===== src/rtl/util_avl2fifo_if.sv =====
// ---------------------------------------------------------------------------
// util_avl2fifo_if
//
// Purpose: groups the Avalon-ST sink handshake and the FIFO write port that
// util_avl2fifo sits between. The adapter connects through the "slave"
// modport. The environment connects through the "master" modport: the
// upstream source, the FIFO write side and the FIFO level feedback.
//
// Parameters:
//   DATA_WIDTH - beat width (4 symbols, symbol 3 in the MSBs)
//   FIFO_AW    - FIFO address width; fifo_level is FIFO_AW+1 bits wide
//
// Signals:
//   avl_ready  - sink ready, driven by the adapter
//   avl_valid  - source valid
//   avl_data   - beat data
//   avl_sop    - start of packet
//   avl_eop    - end of packet
//   avl_empty  - empty symbols on the eop beat (LSB end)
//   fifo_wr    - FIFO write strobe
//   fifo_wdata - FIFO write data
//   fifo_wen   - per-symbol enables, bit 3 = MSB symbol
//   fifo_wsop  - sop marker stored with the beat
//   fifo_weop  - eop marker stored with the beat
//   fifo_level - FIFO occupancy, 0..2**FIFO_AW
// ---------------------------------------------------------------------------
interface util_avl2fifo_if #(
  parameter int DATA_WIDTH = 128,
  parameter int FIFO_AW    = 9
);

  logic                  avl_ready;
  logic                  avl_valid;
  logic [DATA_WIDTH-1:0] avl_data;
  logic                  avl_sop;
  logic                  avl_eop;
  logic [1:0]            avl_empty;

  logic                  fifo_wr;
  logic [DATA_WIDTH-1:0] fifo_wdata;
  logic [3:0]            fifo_wen;
  logic                  fifo_wsop;
  logic                  fifo_weop;
  logic [FIFO_AW:0]      fifo_level;

  // Adapter side: consumes the stream, produces FIFO writes.
  modport slave (
    output avl_ready,
    input  avl_valid,
    input  avl_data,
    input  avl_sop,
    input  avl_eop,
    input  avl_empty,
    output fifo_wr,
    output fifo_wdata,
    output fifo_wen,
    output fifo_wsop,
    output fifo_weop,
    input  fifo_level
  );

  // Environment side: stream source plus FIFO write port and level.
  modport master (
    input  avl_ready,
    output avl_valid,
    output avl_data,
    output avl_sop,
    output avl_eop,
    output avl_empty,
    input  fifo_wr,
    input  fifo_wdata,
    input  fifo_wen,
    input  fifo_wsop,
    input  fifo_weop,
    output fifo_level
  );

endinterface


===== src/rtl/util_avl2fifo.sv =====
// ---------------------------------------------------------------------------
// util_avl2fifo
//
// Purpose: Avalon-ST sink to synchronous-FIFO write-port adapter. It accepts
// beats from a source that honours READY_LATENCY and writes each accepted
// beat into the FIFO one cycle later, together with symbol enables and
// packet markers. Ready is derived from the FIFO level with enough reserve
// to absorb every beat still in flight. Protocol, overflow and (optionally)
// framing violations are reported as sticky flags.
//
// Optional feature: define UTIL_AVL2FIFO_FRAMING_CHECK_EN to compile in the
// sop/eop framing checker. Without it every accepted, non-overflowing beat
// is written and err_framing is tied to 0.
//
// Parameters:
//   DATA_WIDTH    - beat width, 4 symbols of DATA_WIDTH/4 bits
//   READY_LATENCY - Avalon-ST ready latency, 0..4
//   FIFO_AW       - FIFO address width, depth 2**FIFO_AW
//   HEADROOM      - extra free entries kept in reserve before ready drops
//
// Ports:
//   clk          - clock, rising edge
//   rst_n        - asynchronous active-low reset
//   bus          - stream sink + FIFO write port (util_avl2fifo_if.slave)
//   err_clr      - clears the sticky error flags
//   err_protocol - sticky: valid asserted outside the ready window
//   err_overflow - sticky: beat accepted while the FIFO was full
//   err_framing  - sticky: sop/eop sequence violation
//   beat_cnt     - number of beats written, wraps at 16 bits
// ---------------------------------------------------------------------------
module util_avl2fifo #(
  parameter int DATA_WIDTH    = 128,
  parameter int READY_LATENCY = 2,
  parameter int FIFO_AW       = 9,
  parameter int HEADROOM      = 2
) (
  input  logic                 clk,
  input  logic                 rst_n,
  util_avl2fifo_if.slave       bus,
  input  logic                 err_clr,
  output logic                 err_protocol,
  output logic                 err_overflow,
  output logic                 err_framing,
  output logic [15:0]          beat_cnt
);

  localparam int DEPTH  = 2 ** FIFO_AW;
  // Registered ready plus the write stage add two cycles on top of the
  // source's ready latency before a level change can stop the stream.
  localparam int THRESH = READY_LATENCY + 2 + HEADROOM;
  localparam int LW     = FIFO_AW + 2;

  logic [LW-1:0]            free_cnt;
  logic                     ready_next;
  logic [READY_LATENCY:0]   rdy_dly;
  logic                     win;

  logic                     accept;
  logic                     prot_err;
  logic                     level_full;
  logic                     ovf_err;
  logic                     beat_ok;
  logic                     frame_drop;
  logic                     frame_err;
  logic                     wr_en;
  logic [3:0]               wen_next;

  logic                     fifo_wr_q;
  logic [DATA_WIDTH-1:0]    fifo_wdata_q;
  logic [3:0]               fifo_wen_q;
  logic                     fifo_wsop_q;
  logic                     fifo_weop_q;
  logic [15:0]              beat_cnt_q;
  logic                     err_protocol_q;
  logic                     err_overflow_q;

  // -------------------------------------------------------------------------
  // Ready generation and ready window
  // -------------------------------------------------------------------------
  assign free_cnt   = LW'(DEPTH) - LW'(bus.fifo_level);
  assign ready_next = free_cnt > LW'(THRESH);

  // Bit k holds avl_ready as it was k cycles ago; bit 0 is the registered
  // avl_ready itself. A beat is legal when ready was high exactly
  // READY_LATENCY cycles before it, which is the top bit for any latency,
  // including 0 where the window is avl_ready itself.
  always_ff @(posedge clk or negedge rst_n) begin
    if (!rst_n) begin
      rdy_dly <= '0;
    end else begin
      rdy_dly <= (rdy_dly << 1) | (READY_LATENCY + 1)'(ready_next);
    end
  end

  assign bus.avl_ready = rdy_dly[0];
  assign win           = rdy_dly[READY_LATENCY];

  // -------------------------------------------------------------------------
  // Beat qualification
  // -------------------------------------------------------------------------
  assign accept     = bus.avl_valid && win;
  assign prot_err   = bus.avl_valid && !win;
  assign level_full = (bus.fifo_level == (FIFO_AW + 1)'(DEPTH));
  assign ovf_err    = accept && level_full;
  assign beat_ok    = accept && !level_full;
  assign wr_en      = beat_ok && !frame_drop;

  // Empty symbols are counted from the LSB end, so each empty symbol clears
  // one more enable bit from the bottom.
  always_comb begin
    wen_next = 4'b1111;
    if (bus.avl_eop) begin
      case (bus.avl_empty)
        2'd0:    wen_next = 4'b1111;
        2'd1:    wen_next = 4'b1110;
        2'd2:    wen_next = 4'b1100;
        default: wen_next = 4'b1000;
      endcase
    end
  end

`ifdef UTIL_AVL2FIFO_FRAMING_CHECK_EN
  // -------------------------------------------------------------------------
  // Framing checker
  // -------------------------------------------------------------------------
  typedef enum logic {
    ST_IDLE = 1'b0,
    ST_PKT  = 1'b1
  } frame_state_t;

  frame_state_t state_q;
  frame_state_t state_d;
  logic         err_framing_q;

  always_ff @(posedge clk or negedge rst_n) begin
    if (!rst_n) begin
      state_q <= ST_IDLE;
    end else begin
      state_q <= state_d;
    end
  end

  // Only beats that actually reach the FIFO advance the tracker, so a beat
  // lost to overflow leaves the packet state untouched. An unexpected sop
  // inside a packet is flagged but still written as a fresh packet start,
  // which lets the stream resynchronise on the next sop.
  always_comb begin
    state_d    = state_q;
    frame_drop = 1'b0;
    frame_err  = 1'b0;
    if (beat_ok) begin
      case (state_q)
        ST_IDLE: begin
          if (!bus.avl_sop) begin
            frame_drop = 1'b1;
            frame_err  = 1'b1;
          end else if (!bus.avl_eop) begin
            state_d = ST_PKT;
          end
        end
        ST_PKT: begin
          if (bus.avl_sop) begin
            frame_err = 1'b1;
          end
          if (bus.avl_eop) begin
            state_d = ST_IDLE;
          end
        end
        default: state_d = ST_IDLE;
      endcase
    end
  end

  // A new violation in the same cycle as err_clr keeps the flag set.
  always_ff @(posedge clk or negedge rst_n) begin
    if (!rst_n) begin
      err_framing_q <= 1'b0;
    end else begin
      err_framing_q <= (err_framing_q && !err_clr) || frame_err;
    end
  end

  assign err_framing = err_framing_q;
`else
  assign frame_drop  = 1'b0;
  assign frame_err   = 1'b0;
  assign err_framing = 1'b0;
`endif

  // -------------------------------------------------------------------------
  // Write stage
  // -------------------------------------------------------------------------
  // Data and markers only move on a write, so the FIFO side sees stable
  // values between strobes.
  always_ff @(posedge clk or negedge rst_n) begin
    if (!rst_n) begin
      fifo_wr_q    <= 1'b0;
      fifo_wdata_q <= '0;
      fifo_wen_q   <= 4'b0000;
      fifo_wsop_q  <= 1'b0;
      fifo_weop_q  <= 1'b0;
      beat_cnt_q   <= 16'd0;
    end else begin
      fifo_wr_q <= wr_en;
      if (wr_en) begin
        fifo_wdata_q <= bus.avl_data;
        fifo_wen_q   <= wen_next;
        fifo_wsop_q  <= bus.avl_sop;
        fifo_weop_q  <= bus.avl_eop;
        beat_cnt_q   <= beat_cnt_q + 16'd1;
      end
    end
  end

  assign bus.fifo_wr    = fifo_wr_q;
  assign bus.fifo_wdata = fifo_wdata_q;
  assign bus.fifo_wen   = fifo_wen_q;
  assign bus.fifo_wsop  = fifo_wsop_q;
  assign bus.fifo_weop  = fifo_weop_q;
  assign beat_cnt       = beat_cnt_q;

  // -------------------------------------------------------------------------
  // Sticky protocol and overflow flags
  // -------------------------------------------------------------------------
  always_ff @(posedge clk or negedge rst_n) begin
    if (!rst_n) begin
      err_protocol_q <= 1'b0;
      err_overflow_q <= 1'b0;
    end else begin
      err_protocol_q <= (err_protocol_q && !err_clr) || prot_err;
      err_overflow_q <= (err_overflow_q && !err_clr) || ovf_err;
    end
  end

  assign err_protocol = err_protocol_q;
  assign err_overflow = err_overflow_q;

endmodule


===== src/flat_wrapper.sv =====
// flat-port wrapper written by rule: the top's interface ports become plain ports
module util_avl2fifo_flat 
#(
  parameter int DATA_WIDTH    = 128,
  parameter int READY_LATENCY = 2,
  parameter int FIFO_AW       = 9,
  parameter int HEADROOM      = 2
)
  (clk, rst_n, err_clr, err_protocol, err_overflow, err_framing, beat_cnt, bus_avl_ready, bus_avl_valid, bus_avl_data, bus_avl_sop, bus_avl_eop, bus_avl_empty, bus_fifo_wr, bus_fifo_wdata, bus_fifo_wen, bus_fifo_wsop, bus_fifo_weop, bus_fifo_level);
  util_avl2fifo_if #(.DATA_WIDTH(DATA_WIDTH), .FIFO_AW(FIFO_AW)) bus_i ();
  input  logic clk;
  input  logic rst_n;
  input  logic err_clr;
  output logic err_protocol;
  output logic err_overflow;
  output logic err_framing;
  output logic [15:0] beat_cnt;
  output wire logic [$bits(bus_i.avl_ready)-1:0] bus_avl_ready;
  input wire logic [$bits(bus_i.avl_valid)-1:0] bus_avl_valid;
  input wire logic [$bits(bus_i.avl_data)-1:0] bus_avl_data;
  input wire logic [$bits(bus_i.avl_sop)-1:0] bus_avl_sop;
  input wire logic [$bits(bus_i.avl_eop)-1:0] bus_avl_eop;
  input wire logic [$bits(bus_i.avl_empty)-1:0] bus_avl_empty;
  output wire logic [$bits(bus_i.fifo_wr)-1:0] bus_fifo_wr;
  output wire logic [$bits(bus_i.fifo_wdata)-1:0] bus_fifo_wdata;
  output wire logic [$bits(bus_i.fifo_wen)-1:0] bus_fifo_wen;
  output wire logic [$bits(bus_i.fifo_wsop)-1:0] bus_fifo_wsop;
  output wire logic [$bits(bus_i.fifo_weop)-1:0] bus_fifo_weop;
  input wire logic [$bits(bus_i.fifo_level)-1:0] bus_fifo_level;
  assign bus_avl_ready = bus_i.avl_ready;
  assign bus_i.avl_valid = bus_avl_valid;
  assign bus_i.avl_data = bus_avl_data;
  assign bus_i.avl_sop = bus_avl_sop;
  assign bus_i.avl_eop = bus_avl_eop;
  assign bus_i.avl_empty = bus_avl_empty;
  assign bus_fifo_wr = bus_i.fifo_wr;
  assign bus_fifo_wdata = bus_i.fifo_wdata;
  assign bus_fifo_wen = bus_i.fifo_wen;
  assign bus_fifo_wsop = bus_i.fifo_wsop;
  assign bus_fifo_weop = bus_i.fifo_weop;
  assign bus_i.fifo_level = bus_fifo_level;
  util_avl2fifo #(.DATA_WIDTH(DATA_WIDTH), .READY_LATENCY(READY_LATENCY), .FIFO_AW(FIFO_AW), .HEADROOM(HEADROOM)) u_core (.clk(clk), .rst_n(rst_n), .bus(bus_i), .err_clr(err_clr), .err_protocol(err_protocol), .err_overflow(err_overflow), .err_framing(err_framing), .beat_cnt(beat_cnt));
endmodule

===== config.mk =====
export PLATFORM = sky130hd
export DESIGN_NAME = util_avl2fifo_flat
export DESIGN_NICKNAME = d
export VERILOG_FILES = /design/src/rtl/util_avl2fifo_if.sv /design/src/rtl/util_avl2fifo.sv /design/src/flat_wrapper.sv
export SDC_FILE = /design/constraint.sdc
export NUM_CORES = 1
export LEC_CHECK = 0
export ABC_AREA = 1
export BUFFER_PORTS_ARGS = -buffer_cell sky130_fd_sc_hd__buf_2
export CELL_PAD_IN_SITES_DETAIL_PLACEMENT = 0
export CELL_PAD_IN_SITES_GLOBAL_PLACEMENT = 1
export CORE_UTILIZATION = 35
export CTS_CLUSTER_SIZE = 10
export DETAILED_ROUTE_END_ITERATION = 6
export PLACE_DENSITY = 0.89
export SYNTH_ARGS = -nofsm -noshare
export SYNTH_HDL_FRONTEND = slang
export SYNTH_SLANG_ARGS = --single-unit

===== constraint.sdc =====
create_clock -name clk -period 3.8 [get_ports clk]
set_clock_uncertainty 0.15 [all_clocks]
set_input_delay 0.38 -clock clk [delete_from_list [all_inputs] [get_ports clk]]
set_output_delay 0.38 -clock clk [all_outputs]
set_load 0.01 [all_outputs]

# [Word level (Yosys, flattened, before mapping)]
# Cells that the tools add are included.
[classes] n_reduce_logical=12 bitwise_logic=1 eq_ne=3 muxes=2 add_sub_neg=2 order_cmp=1
[op_table] cell="adder 16 x 1 -> 16 bit, second input constant" n=1
[op_table] cell="> comparator 11 x 3 -> 1 bit, second input constant" n=1
[op_table] cell="subtractor 10 x 10 -> 11 bit, first input constant" n=1
[op_table] cell="equality test 10 bit, second input constant" n=1
[op_table] cell="one-hot mux 3 bit (3 select lines)" n=1
[op_table] cell="logical AND 1 bit" n=6
[op_table] cell="zero test 1 bit" n=3
[op_table] cell="2-to-1 mux 3 bit" n=1
[op_table] cell="bitwise OR 3 x 1 -> 3 bit" n=1
[op_table] cell="equality test 2 x 1 -> 1 bit, second input constant" n=1
[op_table] cell="equality test 2 bit, second input constant" n=1
[op_table] cell="zero test 2 bit" n=1
[op_table] cell="logical OR 1 bit" n=2
[word_totals] register_bits=156

# [Logic depth before layout (Yosys ltp)]
[logic_depth] depth_word=3 ltp_mapped=13 ltp_nobuf=11

# [Worst setup path before layout]
# Ideal clock, no wire load.
[synth_path] path_kind="input to register" from="input port bus_fifo_level[0]" to="register u_core.fifo_wdata_q[26], in the netlist u_core.bus.fifo_wdata[26]" n_path_buf=2 arrival_time_ns=1.580 stages=13 setup_ns=0.116 slack_ns=1.954 path_cell_list="inv_1 ha_1 inv_1 nor2_1 nand3_1 inv_1 nand2_1 nand2_1 inv_2 buf_2 buf_2 nand2_1 nand2_1"
[synth_via] elab_chain_len=3
[synth_rtl] element="start: declaration" line_no="flat_wrapper.sv:29" source="input wire logic [$bits(bus_i.fifo_level)-1:0] bus_fifo_level;"
[synth_rtl] element="equality test 10 bit" line_no="util_avl2fifo.sv:103" source="assign level_full = (bus.fifo_level == (FIFO_AW + 1)'(DEPTH));"
[synth_rtl] element="zero test 1 bit" line_no="util_avl2fifo.sv:105" source="assign beat_ok = accept && !level_full;"
[synth_rtl] element="logical AND 1 bit" line_no="util_avl2fifo.sv:105"
[synth_rtl] element="end signal: assignment" line_no="util_avl2fifo.sv:206" source="fifo_wdata_q <= bus.avl_data;"
[synth_rtl] element="end: declaration" line_no="util_avl2fifo.sv:69" source="logic [DATA_WIDTH-1:0] fifo_wdata_q;"
# Every way passes these cells.
# A chain may end at the register's enable or synchronous reset.

# [Worst setup path after layout]
[layout_path] from="input port bus_fifo_level[0]" to="register u_core.fifo_wdata_q[48], in the netlist u_core.bus.fifo_wdata[48]"
# Same word-level chain as after synthesis.

==> flow_summary_export.csv <==
group,metric,value,unit
floorplanning,die_h,137,um
detailed_routing,vias,5984,
floorplanning,dieArea,18900,um2
grt,grt_pass1_vias,5723,
clock_tree,cts_inserted_buffers,17,
logic_synthesis,ys_warn_count,0,
clock_tree,cts_resized,0,
logic_synthesis,yosys-top-cells-area,"dfrtp_1 61%, nand2_1 28%, inv_1 1.6%",
detailed_routing,post-route-drc-count,0,
cells_and_area,post_route_cells_drive_above_1_share,0.298,
clock_tree,htreeDepth,4,
cells_and_area,nets,1275,
cells_and_area,final_cells,1368,
grt,antenna_found_initial,0,
floorplanning,die_w,137,um
logic_synthesis,synth_fp_nets,922,
clock_tree,cts_buffer_depth,2,
setup_path,crit_path_start_kind,"input port",
floorplanning,rows,49,
place,place.gp.congestion,0.780,
detailed_routing,firstDrtPassIters,4,
setup_path,timing.critical_path.cells,"buf_2, inv_1, ha_1, inv_1, nor2_1, nand3_1, inv_1, nand2_1, nand2_4, inv_4, buf_4, nand2_1, nand2_1",
logic_synthesis,synthTopCellsByCount,"487 x nand2_1, 156 x dfrtp_1, 27 x inv_1, 24 x nor2_1, 15 x buf_2",
sta,fmax,0.482,GHz
clock_tree,root_buffer,"clkbuf_16",
floorplanning,start_util,0.357,
logic_synthesis,synth_edf_count,0,
sta,hold_viol,0,
sta,setup_viol,0,
clock_tree,cts_tree,"built",
power_and_ir_drop,power_switching,1230,uW
logic_synthesis,ys_async_sr_fraction,1.00,
clock_tree,post_cts_buffers,0,
cells_and_area,num-fill-cells,1678,
grt,grt_overflow,0,
logic_synthesis,ys.flop_type,"dfrtp_1",
logic_synthesis,avgSynthCellArea,8.30,um2
setup_path,worst_ep_arrival_time,2270,ps
worst_hold_path,holdCritPathClass,"input port to flop",
grt,grt_max_degree,155,
detailed_routing,drt_iter0_drc,274,
power_and_ir_drop,p_per_area,456,nW/um2
setup_path,crit_family,"buffers and inverters",
logic_synthesis,synth_top_area_cell,"dfrtp_1",
setup_path,crit_required,3990,ps
sta,layout_min_cycle_time,2080,ps
status,status,"complete, no violations",
power_and_ir_drop,power_frac_clock,0.376,
sta,setup_tns,0,ps
logic_synthesis,synth.most_common_cell,"nand2_1",
cells_and_area,diodes,0,
power_and_ir_drop,swShare,0.290,
logic_synthesis,yosys_register_bits,156,
detailed_routing,wl_per_cell,12.9,um
power_and_ir_drop,pwr-share-seq,0.457,
floorplanning,ioPinCount,301,
setup_path,critPathBufInv,6,
logic_synthesis,seq_area_frac_synth,0.608,
detailed_routing,via_per_inst,4.37,
power_and_ir_drop,p_int,3000,uW
logic_synthesis,syn_area,6420,um2
cells_and_area,area_growth,44.4,%
place,dp_cells,1273,
power_and_ir_drop,power_leakage,0.00529,uW
place,portBuffers,299,
sta,finalCritPeriodShare,0.546,
setup_path,critPathMaxFanout,73,
logic_synthesis,syn_inst,773,
clock_tree,worst_skew_pair.late_latency,410,ps
detailed_routing,routed_wl,17700,um
setup_path,critPathKind,"input port to flop",
grt,grt_usage,0.185,
logic_synthesis,synth.distinct_cells,22,
logic_synthesis,synth.top_cell.area_share,0.608,
cells_and_area,final_util,0.516,
clock_tree,clk_pin_slew,70,ps
detailed_routing,ant_nets,0,
setup_path,crit_slowest_cell,"inv_4",
sta,max_slew_margin,0.483,
sta,slew_violations,0,
setup_path,end_kind,"flop",
sta,worst_pin_slew,775,ps
place,place_area,8090,um2
run,max_cap_violations,0,
clock_tree,clock-sinks,156,
sta,rsz0062_at_grt,"false",
grt,grt_first_pass_wirelength,27300,um
power_and_ir_drop,vdd_drop_max,0.283,mV
place,dpl.hpwl,11900,um
cells_and_area,fin_area,9270,um2
floorplanning,core-area,18000,um2
power_and_ir_drop,comb_power_share,0.167,
setup_path,crit_path_max_incr_delay,550,ps
area by class of cell:
class                      count  area (um2)  share of cell area
sequential                   156        3900               0.421
multi-input combinational    556        2210               0.239
timing repair buffer         367        2210               0.238
clock buffer                  18         439              0.0474
tap                          229         287              0.0309
clock inverter                14         110              0.0119
inverter                      28         108              0.0116
placed cells by master (no fill, tap or decap), types with 4 or more instances in the layout:
master,instances
nand2_1,486
buf_2,298
dfrtp_1,156
dlygate4sd3_1,63
inv_1,27
nor2_1,24
clkbuf_16,17
nand3_1,10
o21ai_0,9
xnor2_1,6
inv_6,6
nand4_1,4
power groups by stage:
stage / sequential (uW) / clock [uW] / combinational, uW
6_report: 1930 / 1590 / 708
5_1_grt: 1950 / 1720 / 798
2_1_floorplan: 2030 / 0 / 245
4_1_cts: 1930 / 1630 / 717
3_5_place_dp: 1960 / 0 / 667
3_3_place_gp: 1950 / 0 / 656
per-layer routing:
layer	GRT usage	up-vias	wire, um
met3	0.0548	15	1310
met1	0.225	2730	7660
met5	0	-	0
met4	0.0556	0	221
met2	0.314	204	8460
li1	-	3035	-
worst paths after layout:
| kind | startpoint | endpoint | slack [ps] | depth (start not counted) |
|---|---|---|---|---|
| min in group asynchronous | rst_n | u_core.bus.fifo_wdata[42] | 370 | 2 |
| min reg2reg | u_core.rdy_dly[1] | u_core.rdy_dly[2] | 200 | 0 |
| max reg2reg | u_core.rdy_dly[2] | u_core.bus.fifo_wdata[48] | 1900 | 7 |
| max in group asynchronous | rst_n | u_core.bus.fifo_wdata[15] | 2300 | 3 |
| min | bus_avl_data[43] | u_core.bus.fifo_wdata[43] | 20 | 3 |
| max | bus_fifo_level[0] | u_core.bus.fifo_wdata[48] | 1720 | 13 |
stage by stage:
stage	hold WS (ps)	worst slack, ps	power (uW)
floorplan	-65.6	1950	2270
global placement	185	1300	2610
detailed placement	195	1280	2620
CTS	0.0204	1710	4280
global route	3.31	1550	4470
finish	17.0	1720	4230
what timing repair did:
| action | 4_1_cts | 5_1_grt |
|---|---|---|
| hold buffers | 61 | 2 |
| endpoints found under the hold margin | 123 | 2 |
| setup endpoints to repair | 0 | 0 |
flip-flops by register name, indices dropped and copies added, names as in the netlist:
register               flops
u_core.bus.fifo_wen        4
u_core.bus.fifo_wsop       1
u_core.bus.fifo_wdata    128
u_core.bus.fifo_weop       1
u_core.err_protocol        1
u_core.bus.fifo_wr         1
u_core.err_overflow        1
u_core.beat_cnt           16
u_core.rdy_dly             3
worst reg2reg max path, stage by stage (launching register included):
cell     delay [ps]
dfrtp_1         360
nand2_1          70
inv_1            90
nand2_4          70
inv_4           550
buf_4           380
nand2_1          90
nand2_1          70
kinds of logic (layout without fill, tap and decap cells):
| family | Yosys count | after routing | share of synthesized area |
|---|---|---|---|
| and+or+nand+nor | 530 | 530 | 0.315 |
| DFF | 156 | 156 | 0.608 |
| buffers and inverters | 61 | 427 | 0.0480 |
| AOI/OAI and AO/OA | 14 | 14 | 0.0113 |
| xor gates and xnor gates | 8 | 8 | 0.0109 |
| adders and majority gates | 3 | 3 | 0.00585 |
| other | 1 | 1 | 0.000584 |
(Power assumes the default switching activity.)
